==> config.mk <==
export PLATFORM = sky130hd
export DESIGN_NAME = data_store_buffer
export DESIGN_NICKNAME = d
export VERILOG_FILES = /design/src/rtl/data_store_buffer_pkg.sv /design/src/rtl/data_store_buffer_fwd_match.sv /design/src/rtl/data_store_buffer.sv
export SDC_FILE = /design/constraint.sdc
export NUM_CORES = 1
export LEC_CHECK = 0
export BUFFER_PORTS_ARGS = -buffer_cell sky130_fd_sc_hd__buf_2
export CAP_MARGIN = 0
export CORE_MARGIN = 2
export CORE_UTILIZATION = 50
export DETAILED_ROUTE_END_ITERATION = 10
export PLACE_DENSITY = 0.72
export SLEW_MARGIN = 5
export SYNTH_ARGS = -nofsm -noshare
export SYNTH_HDL_FRONTEND = slang
export SYNTH_HIERARCHICAL = 1
export SYNTH_SLANG_ARGS = --single-unit
==> constraint.sdc <==
create_clock -name clk -period 8.99 [get_ports clk]
set_input_delay 1.798 -clock clk [delete_from_list [all_inputs] [get_ports clk]]
set_output_delay 1.798 -clock clk [all_outputs]
set_load 0.01 [all_outputs]
==> src/rtl/data_store_buffer_pkg.sv <==
// Shared definitions for the posted-store write buffer: entry width helper,
// access-type encoding and the word-address slice macro.
`ifndef DATA_STORE_BUFFER_PKG_SV
`define DATA_STORE_BUFFER_PKG_SV

// Word address of a byte address signal: drops the two byte-select bits.
`define DSB_WORD_ADDR(a, w) a[(w)-1:2]

package data_store_buffer_pkg;

    // Width of one buffered entry: word address plus data word.
    function automatic int wb_entry_w(input int addr_w, input int data_w);
        return addr_w - 2 + data_w;
    endfunction

    // Entry width for the default 32-bit address / 32-bit data build.
    localparam int WB_ENTRY = wb_entry_w(32, 32);

    // Meaning of cpu_wrn when cpu_ce is high.
    typedef enum logic {
        ACC_LOAD  = 1'b0,
        ACC_STORE = 1'b1
    } acc_t;

endpackage

`endif

==> src/rtl/data_store_buffer_fwd_match.sv <==
// ds_fwd_match: combinational youngest-first address search over the
// buffer entries. The search order starts at the entry just behind the
// tail pointer (youngest) and walks backward towards the oldest entry.
module ds_fwd_match #(
    parameter int DEPTH  = 4,
    parameter int AW     = 30,
    parameter int DATA_W = 32,
    parameter int PTR_W  = $clog2(DEPTH)
) (
    input  logic [AW-1:0]     entry_addr [DEPTH],
    input  logic [DATA_W-1:0] entry_data [DEPTH],
    input  logic [DEPTH-1:0]  valid,
    input  logic [PTR_W-1:0]  tail,
    input  logic [AW-1:0]     lookup,
    output logic              hit,
    output logic [DATA_W-1:0] data
);

    // ord_idx[k] is the entry k+1 places behind the tail (k=0 is youngest)
    logic [PTR_W-1:0] ord_idx [DEPTH];
    logic [DEPTH-1:0] ord_hit;

    genvar gi;
    generate
        for (gi = 0; gi < DEPTH; gi++) begin : g_order
            assign ord_idx[gi] = tail - PTR_W'(gi + 1);
            assign ord_hit[gi] = valid[ord_idx[gi]] &&
                                 (entry_addr[ord_idx[gi]] == lookup);
        end
    endgenerate

    // Priority select: scan oldest to youngest so the youngest hit wins
    always_comb begin
        hit  = 1'b0;
        data = '0;
        for (int i = DEPTH - 1; i >= 0; i--) begin
            if (ord_hit[i]) begin
                hit  = 1'b1;
                data = entry_data[ord_idx[i]];
            end
        end
    end

endmodule

==> src/rtl/data_store_buffer.sv <==
// data_store_buffer: posted-store FIFO between the CPU data port and a
// single-port data RAM. Stores retire into the buffer, drain when the RAM
// port is idle, and loads are forwarded from the youngest matching entry.
// Optional feature macro: STORE_COALESCE_EN (store to the tail entry's word
// address overwrites that entry in place instead of enqueueing).
module data_store_buffer
    import data_store_buffer_pkg::*;
#(
    parameter int DEPTH  = 4,
    parameter int ADDR_W = 32,
    parameter int DATA_W = 32
) (
    input  logic              clk,
    input  logic              reset,
    input  logic              cpu_ce,
    input  logic              cpu_wrn,
    input  logic [ADDR_W-1:0] cpu_addr,
    input  logic [DATA_W-1:0] cpu_wrdata,
    output logic [DATA_W-1:0] cpu_rddata,
    output logic              stall_req,
    output logic              ram_we,
    output logic [ADDR_W-1:0] ram_addr,
    output logic [DATA_W-1:0] ram_wdata,
    input  logic [DATA_W-1:0] ram_rdata,
    input  logic              ram_busy,
    output logic              wb_empty
);

    localparam int PTR_W   = $clog2(DEPTH);
    localparam int AW      = ADDR_W - 2;
    localparam int ENTRY_W = wb_entry_w(ADDR_W, DATA_W);
    localparam logic [PTR_W:0] FULL_COUNT = (PTR_W + 1)'(DEPTH);

    logic [PTR_W:0]    count_reg, count_next;
    logic [PTR_W-1:0]  rd_ptr_reg, rd_ptr_next;
    logic [PTR_W-1:0]  wr_ptr_reg, wr_ptr_next;
    logic [ENTRY_W-1:0] entry_mem [DEPTH];

    logic [AW-1:0]     ent_addr [DEPTH];
    logic [DATA_W-1:0] ent_data [DEPTH];
    logic [DEPTH-1:0]  valid;

    acc_t              acc_type;
    logic              is_load, is_store, full, drain, enq, coalesce;
    logic [PTR_W-1:0]  tail_idx;
    logic [AW-1:0]     word_addr;
    logic              fwd_hit;
    logic [DATA_W-1:0] fwd_data;

    assign acc_type  = acc_t'(cpu_wrn);
    assign is_load   = cpu_ce & (acc_type == ACC_LOAD);
    assign is_store  = cpu_ce & (acc_type == ACC_STORE);
    assign full      = (count_reg == FULL_COUNT);
    assign tail_idx  = wr_ptr_reg - PTR_W'(1);
    assign word_addr = `DSB_WORD_ADDR(cpu_addr, ADDR_W);

    // A load owns the RAM port; during reset nothing is written so that
    // discarded entries never reach memory.
    assign drain = ~reset & (count_reg != '0) & ~ram_busy & ~is_load;

    genvar gi;
    generate
        for (gi = 0; gi < DEPTH; gi++) begin : g_entry
            logic [PTR_W-1:0] age;
            assign ent_addr[gi] = entry_mem[gi][ENTRY_W-1:DATA_W];
            assign ent_data[gi] = entry_mem[gi][DATA_W-1:0];
            // entry is live when it lies within count slots of the head
            assign age       = PTR_W'(gi) - rd_ptr_reg;
            assign valid[gi] = ({1'b0, age} < count_reg);
        end
    endgenerate

    ds_fwd_match #(
        .DEPTH  (DEPTH),
        .AW     (AW),
        .DATA_W (DATA_W),
        .PTR_W  (PTR_W)
    ) u_load_match (
        .entry_addr (ent_addr),
        .entry_data (ent_data),
        .valid      (valid),
        .tail       (wr_ptr_reg),
        .lookup     (word_addr),
        .hit        (fwd_hit),
        .data       (fwd_data)
    );

`ifdef STORE_COALESCE_EN
    logic [DEPTH-1:0]  tail_valid;
    logic              tail_hit;
    logic [DATA_W-1:0] tail_data;

    generate
        for (gi = 0; gi < DEPTH; gi++) begin : g_tail_mask
            assign tail_valid[gi] = valid[gi] & (PTR_W'(gi) == tail_idx);
        end
    endgenerate

    ds_fwd_match #(
        .DEPTH  (DEPTH),
        .AW     (AW),
        .DATA_W (DATA_W),
        .PTR_W  (PTR_W)
    ) u_tail_match (
        .entry_addr (ent_addr),
        .entry_data (ent_data),
        .valid      (tail_valid),
        .tail       (wr_ptr_reg),
        .lookup     (word_addr),
        .hit        (tail_hit),
        .data       (tail_data)
    );

    // The single remaining entry leaving this cycle cannot absorb a store
    assign coalesce = is_store & tail_hit &
                      ~(drain & (count_reg == (PTR_W + 1)'(1)));
`else
    assign coalesce = 1'b0;
`endif

    // A full buffer stalls even if it drains this cycle
    assign enq       = is_store & ~full & ~coalesce;
    assign stall_req = is_store & full & ~coalesce;

    assign ram_we     = drain;
    assign ram_addr   = drain ? {ent_addr[rd_ptr_reg], 2'b00} : cpu_addr;
    assign ram_wdata  = ent_data[rd_ptr_reg];
    assign cpu_rddata = (is_load & fwd_hit) ? fwd_data : ram_rdata;
    assign wb_empty   = (count_reg == '0);

    // Next-state for occupancy and pointers
    always_comb begin
        rd_ptr_next = rd_ptr_reg + (drain ? PTR_W'(1) : PTR_W'(0));
        wr_ptr_next = wr_ptr_reg + (enq ? PTR_W'(1) : PTR_W'(0));
        count_next  = count_reg;
        if (enq && !drain) begin
            count_next = count_reg + (PTR_W + 1)'(1);
        end else if (!enq && drain) begin
            count_next = count_reg - (PTR_W + 1)'(1);
        end
    end

    // Occupancy and pointer registers
    always_ff @(posedge clk) begin
        if (reset) begin
            count_reg  <= '0;
            rd_ptr_reg <= '0;
            wr_ptr_reg <= '0;
        end else begin
            count_reg  <= count_next;
            rd_ptr_reg <= rd_ptr_next;
            wr_ptr_reg <= wr_ptr_next;
        end
    end

    // Entry storage: enqueue at the tail or overwrite the tail's data
    always_ff @(posedge clk) begin
        if (!reset) begin
            if (enq) begin
                entry_mem[wr_ptr_reg] <= {word_addr, cpu_wrdata};
            end else if (coalesce) begin
                entry_mem[tail_idx][DATA_W-1:0] <= cpu_wrdata;
            end
        end
    end

endmodule
=== Word-level counts from Yosys, hierarchy flattened ===
Memory sizes are Yosys's and may differ from the RTL's.
Cells that the tools add are included.

* $lt $le $gt $ge: 13
* Equality and inequality tests: 5
* Muxes and demuxes: 55
* Bitwise operators: 18
* Divide/modulo/power cells: 0
* $mul: 0
* $add $sub $neg: 11
* Shift-type cells: 0
* Reduce and logical (&&, ||, !) cells: 11

{| class="wikitable"
|+ Operators with widths
! operator !! count
|-
| 32-bit two-way mux || 16
|-
| 32-bit binary-select mux with 2-bit select || 5
|-
| 30-bit binary-select mux with 2-bit select || 5
|-
| 30-bit two-way mux || 10
|-
| 30-bit == test || 4
|-
| 3-bit >= comparator, second input constant || 5
|-
| 2-bit inverter with 3-bit output || 5
|-
| 1-bit two-way mux || 13
|-
| 2-bit by 3-bit less-than comparator with 1-bit output || 4
|-
| 2-bit by 3-bit less-than comparator with 1-bit output, second input constant || 4
|-
| 1-bit bitwise AND || 8
|-
| 1-bit binary-select mux with 2-bit select || 4
|-
| 1-bit logical AND || 6
|-
| 3-bit two-way mux || 2
|-
| 1-bit inverter || 5
|-
| 2-bit by 1-bit adder with 2-bit output || 2
|-
| 1-bit by 2-bit subtractor with 2-bit output, first input constant || 2
|-
| 2-bit subtractor, first input constant || 2
|-
| 2-bit subtractor, second input constant || 2
|-
| 3-bit by 1-bit adder with 3-bit output, second input constant || 1
|-
| 3-bit == test, second input constant || 1
|-
| 3-bit logical NOT || 1
|-
| 3-bit nonzero test || 1
|-
| 3-bit by 1-bit subtractor with 3-bit output, second input constant || 1
|-
| 3 further kinds || 4
|}

* Memories kept: 1
* Flip-flop bits (word level): 7
* RAM bits: 248
* Bits in latches: 0
* Word-level logic and storage cells: 117
* Bits in read-only memories: 0
* Output and inout port bits: 99
* Input port bits: 101

{| class="wikitable"
|+ Memory list
! name !! words !! bits a word !! read ports !! clocked after Yosys merged registers in !! write ports !! RTL line !! text
|-
| entry_mem || 4 || 62 || 4 || 0 || 1 || data_store_buffer.sv:37 || <nowiki>logic [ENTRY_W-1:0] entry_mem [DEPTH];</nowiki>
|}

=== Longest topological paths before layout ===
* Word-level depth: 12
* Mapped depth: 20
* Gate-level depth less buffers: 14

=== By module ===
Netlist, hierarchy kept.

{| class="wikitable"
|+ By module, submodules not included
! module !! times used !! cells an instance !! sequential area each (µm²) !! area an instance (µm²)
|-
| data_store_buffer || 1 || 456 || 7587.3 || 10307.4
|-
| ds_fwd_match || 1 || 1020 || 0.0 || 7867.5
|}

=== Least setup slack after synthesis ===
Ideal clock, no wire load.

* Path type: input -> register
* From: input reset
* To: memory entry_mem[1][0] in the netlist's numbering, enable pin
* Arrival time: 7.962 ns
* Data required time: 8.355 ns
* Buffers on the path: 1
* Cell stages on the path: 2
* Setup slack: 0.393 ns
* Cells stage by stage: clkbuf_1 -> nor4_1

* Cells in the longest elaborated chain, start to end: 2

{| class="wikitable"
|+ RTL lines
! what !! RTL line !! text
|-
| start: declaration || data_store_buffer.sv:14 || <nowiki>input logic reset,</nowiki>
|-
| 1-bit two-way mux || data_store_buffer.sv:158 || <nowiki>if (!reset) begin</nowiki>
|-
| 1-bit two-way mux (implied by the code) || data_store_buffer.sv:160 || <nowiki>entry_mem[wr_ptr_reg] <= {word_addr, cpu_wrdata};</nowiki>
|-
| end: declaration || data_store_buffer.sv:37 ||
|}

Every way passes these cells.

=== Worst setup path in the final report ===
* From: register wr_ptr_reg[0]
* To: output cpu_rddata[30]

* Elaborated cells between the ends (all ways): 57
* Classes of those cells: add/sub: 3; eq/ne: 4; mux: 41; bitwise: 5; reduce/logical: 4

{| class="wikitable"
|+ RTL lines
! what !! RTL line !! text
|-
| start: declaration || data_store_buffer.sv:36 || <nowiki>logic [PTR_W-1:0] wr_ptr_reg, wr_ptr_next;</nowiki>
|-
| start signal: assignment || data_store_buffer.sv:152 || <nowiki>wr_ptr_reg <= wr_ptr_next;</nowiki>
|-
| 2-bit subtractor / 2-bit inverter with 3-bit output (equally long branches) || data_store_buffer_fwd_match.sv:26, data_store_buffer_fwd_match.sv:28, data_store_buffer_fwd_match.sv:39 ||
|-
| 2-bit inverter with 3-bit output (implied by the code) / 30-bit binary-select mux with 2-bit select (equally long branches) || data_store_buffer_fwd_match.sv:28, data_store_buffer_fwd_match.sv:39 ||
|-
| 30-bit binary-select mux with 2-bit select / 30-bit two-way mux (equally long branches) || data_store_buffer_fwd_match.sv:28 || <nowiki>(entry_addr[ord_idx[gi]] == lookup);</nowiki>
|-
| 30-bit two-way mux (implied by the code) || data_store_buffer_fwd_match.sv:28 ||
|-
| 30-bit two-way mux (implied by the code) / 30-bit == test (equally long branches) || data_store_buffer_fwd_match.sv:28 ||
|-
| 30-bit == test / 1-bit logical AND (equally long branches) || data_store_buffer_fwd_match.sv:28, data_store_buffer_fwd_match.sv:27 ||
|-
| 1-bit logical AND / 32-bit two-way mux (equally long branches) || data_store_buffer_fwd_match.sv:27, data_store_buffer_fwd_match.sv:37 ||
|-
| 32-bit two-way mux (2 in series) || data_store_buffer_fwd_match.sv:37 || <nowiki>if (ord_hit[i]) begin</nowiki>
|-
| 32-bit two-way mux (*) || data_store_buffer_fwd_match.sv:37 ||
|-
| net fwd_data[30] || data_store_buffer.sv:48 || <nowiki>logic [DATA_W-1:0] fwd_data;</nowiki>
|-
| 32-bit two-way mux (*) || data_store_buffer.sv:128 || <nowiki>assign cpu_rddata = (is_load & fwd_hit) ? fwd_data : ram_rdata;</nowiki>
|-
| end: declaration || data_store_buffer.sv:19 || <nowiki>output logic [DATA_W-1:0] cpu_rddata,</nowiki>
|}

Mark *: on every way through the listed nets, which the timed path passes. The rest lies on a longest branch. The select of a mux whose other input is x is not followed.

==> flow_metrics.tcl <==
set metrics [dict create \
    io_buffer_count 199 \
    power.switching_uw 948 \
    fin_cells 2084 \
    post-route-drc-count 0 \
    power.density_mw_per_mm2 165 \
    post_cts_buffers 0 \
    routedWlPerCell_um 24.6 \
    required_ns 7.19 \
    htreeDepth 1 \
    post-route-period-util_pct 86.7 \
    path_buf_inv 5 \
    synth-edff-count 248 \
    rows 69 \
    synth_seq_area_share_pct 41.7 \
    drt_iter0_drc 1618 \
    crit_top_cell "buf_4" \
    syn_inst 1476 \
    avgViaCountPerCell 6.54 \
    setup_viol 0 \
    syn_nets 1585 \
    area_growth_syn_to_layout_pct 11.8 \
    fmax_mhz 128 \
    ys_types 70 \
    slowest_delay_ns 0.94 \
    ys_warn_count 6 \
    path_delay_family "buffers and inverters" \
    synth.avg_cell_area_um2 12.3 \
    track_usage_pct 26.7 \
    largest_reg_flops 248 \
    cts-root-buf "clkbuf_16" \
    async_reset_ff_share_pct 0 \
    finalClockSkew_ns 0.0175 \
    rsz0062_at_grt "no" \
    critPathArrivalTime_ns 6.00 \
    crit_path_end_kind "output port" \
    critPathMaxFanout 71 \
    start_kind "register" \
    p_clk_share_pct 37.0 \
    final_common_cell "edfxtp_1" \
    dpl.cell_count 2030 \
    grt_pass1_vias 13400 \
    grt_pass1_wl_mm 79.1 \
    worstMarginPinSlew_ns 1.12 \
    netlist_area_mm2 0.0182 \
    holdBufCountCts 0 \
    max_slew_margin_pct 25.2 \
    fp.coreArea_mm2 0.0357 \
    slew_violations 0 \
    diodes 0 \
    post_cts_resized 0 \
    ys_seq_elements 255 \
    tns_ns 0 \
    die_area_mm2 0.0379 \
    synth_top_cell_area_share_pct 41.0 \
    critPathSlowestCell "dfxtp_4" \
    numCtsBuffers 29 \
    swShare_pct 28.4 \
    setup.worst_path.class "register to output port" \
    gp_routability_congestion 1.01 \
    crit_chain "buf_12 -> mux4_2 -> xor2_1 -> nor4_1 -> nand2_1 -> a2111oi_4 -> buf_4 -> and2_2 -> buf_4 -> o21bai_2 -> buf_4 -> a2111o_1 -> a2bb2oi_1 -> mux2_2 -> buf_2" \
    hpwlAfterDp_mm 34.3 \
    peakVddDrop_uv 147 \
    hold_viol 0 \
    grt_max_degree 82 \
    p_seq_share_pct 41.6 \
    synth_flop_cell "edfxtp_1" \
    outcome "finished, final reports clean" \
    synth_area_leaders "edfxtp_1 (41%), mux2i_1 (13%), mux4_2 (12%)" \
    vias 13600 \
    dieHeight_um 195 \
    clk_latency_ns 0.58 \
    yosysTopAreaCell "edfxtp_1" \
    post-route-min-period_ns 7.80 \
    numClockSinks 255 \
    power_frac_comb_pct 21.4 \
    nets 1709 \
    drive_gt1_share_pct 29.0 \
    drt_pass1_iterations 8 \
    totalWireLength_mm 51.2 \
    ant_nets 0 \
    drv_cap 0 \
    grt_overflow 0 \
    clk_transition_reported_paths_ns 0.06 \
    hp-class "register to register" \
    antenna_found_initial 2 \
    cts_tree "built" \
    leakagePower_uw 0.00684 \
    p_int_uw 2400 \
    start_util_pct 51.0 \
    clk_path_buf_depth 3 \
    layout_common_cells "edfxtp_1 (248), mux2i_1 (243), buf_2 (199), nand2_1 (119), mux4_2 (93)" \
    fp.dieW_um 195 \
    io_pins 200 \
]
## through the flow
stage | util, % | cell area, um2 | setup WS, ns | total power (uW) | hold WS [ns]
global route | 57.0 | 20300 | 0.912 | 3470 | 0.662
global placement | 54.2 | 19300 | 1.60 | 2110 | 0.561
detailed placement | 54.2 | 19300 | 1.48 | 2120 | 0.586
finish | 57.0 | 20300 | 1.19 | 3340 | 0.602
floorplan | - | 18200 | 0.393 | 1920 | 0.500
CTS | 57.0 | 20300 | 1.20 | 3350 | 0.598
## cells by family after synthesis
| kind of cell | count (synthesis) | synth area share, % |
|---|---|---|
| AO/OA/AOI/OAI | 217 | 8.64 |
| XOR/XNOR | 106 | 5.11 |
| adder cells (fa/ha/maj) | 8 | 0.592 |
| buffers and inverters | 154 | 4.45 |
| flip-flops | 255 | 41.7 |
| multiplexers | 421 | 30.8 |
| AND/OR/NAND/NOR | 315 | 8.67 |
## worst reg2reg max path: stages (launching register included)
cell	delay, ns
dfxtp_4	0.78
buf_4	0.95
inv_1	0.28
nor4_2	0.33
buf_4	0.71
## metal layers
metal | GRT usage (%) | share of wire (%) | up-vias
met5 | 0 | 0.053 | -
met2 | 41.8 | 45 | 715
li1 | - | - | 6053
met1 | 38.9 | 43 | 6758
met4 | 7.09 | 2.5 | 4
met3 | 3.99 | 8.7 | 90
## power groups by stage
stage	clock, uW	combinational, uW	sequential [uW]
after floorplan	0	538	1380
after global placement	0	695	1410
after detailed placement	0	702	1420
after CTS	1250	707	1390
after global routing	1310	767	1400
final	1240	716	1390
## Yosys cell counts, types with 3 or more instances
library cell and instances:
xnor2_1 84, nand3_1 26, buf_8 3, nor4_1 15, a211o_1 3, buf_4 10, nand2_1 119, nor3_1 7
or2_2 3, buf_1 19, a221oi_1 9, nand4_1 29, a2111o_1 16, buf_6 11, o211ai_1 8, edfxtp_1 248
inv_1 18, nor2_1 42, o22ai_1 13, mux2_4 27, o31a_1 17, o31ai_1 15, nor4b_1 4, and3_1 30
o21ai_0 36, buf_2 35, mux4_2 93, mux2_2 56, dfxtp_1 7, mux2i_1 243, and2_1 5, nor2b_1 7
a31oi_1 16, ha_1 7, a22oi_1 3, xor2_1 22, a2111oi_0 4, a211oi_1 21, a21oi_1 34, a222oi_1 4
nor3b_1 16, clkbuf_1 54
## final timing paths
check                                          startpoint  cells after the start  slack (ns)                         end
worst max register to register   wr_ptr_reg[1]$_SDFF_PP0_                      4        5.53  entry_mem[3][27]$_DFFE_PP_
worst min register to register  count_reg[2]$_SDFFE_PP0P_                      2        0.60   count_reg[2]$_SDFFE_PP0P_
worst max-delay path             wr_ptr_reg[0]$_SDFF_PP0_                     15        1.19              cpu_rddata[30]
worst min-delay path            count_reg[2]$_SDFFE_PP0P_                      2        0.60   count_reg[2]$_SDFFE_PP0P_
## final cells by class
type	count	area, um2
sequential	255	7600
multi-input combinational	1067	9830
fill	2904	15300
clock inverter	20	258
inverter	19	73.8
tap	461	577
timing repair buffer	228	1240
clock buffer	34	744
Note: power is estimated with default switching activity, not from simulation.
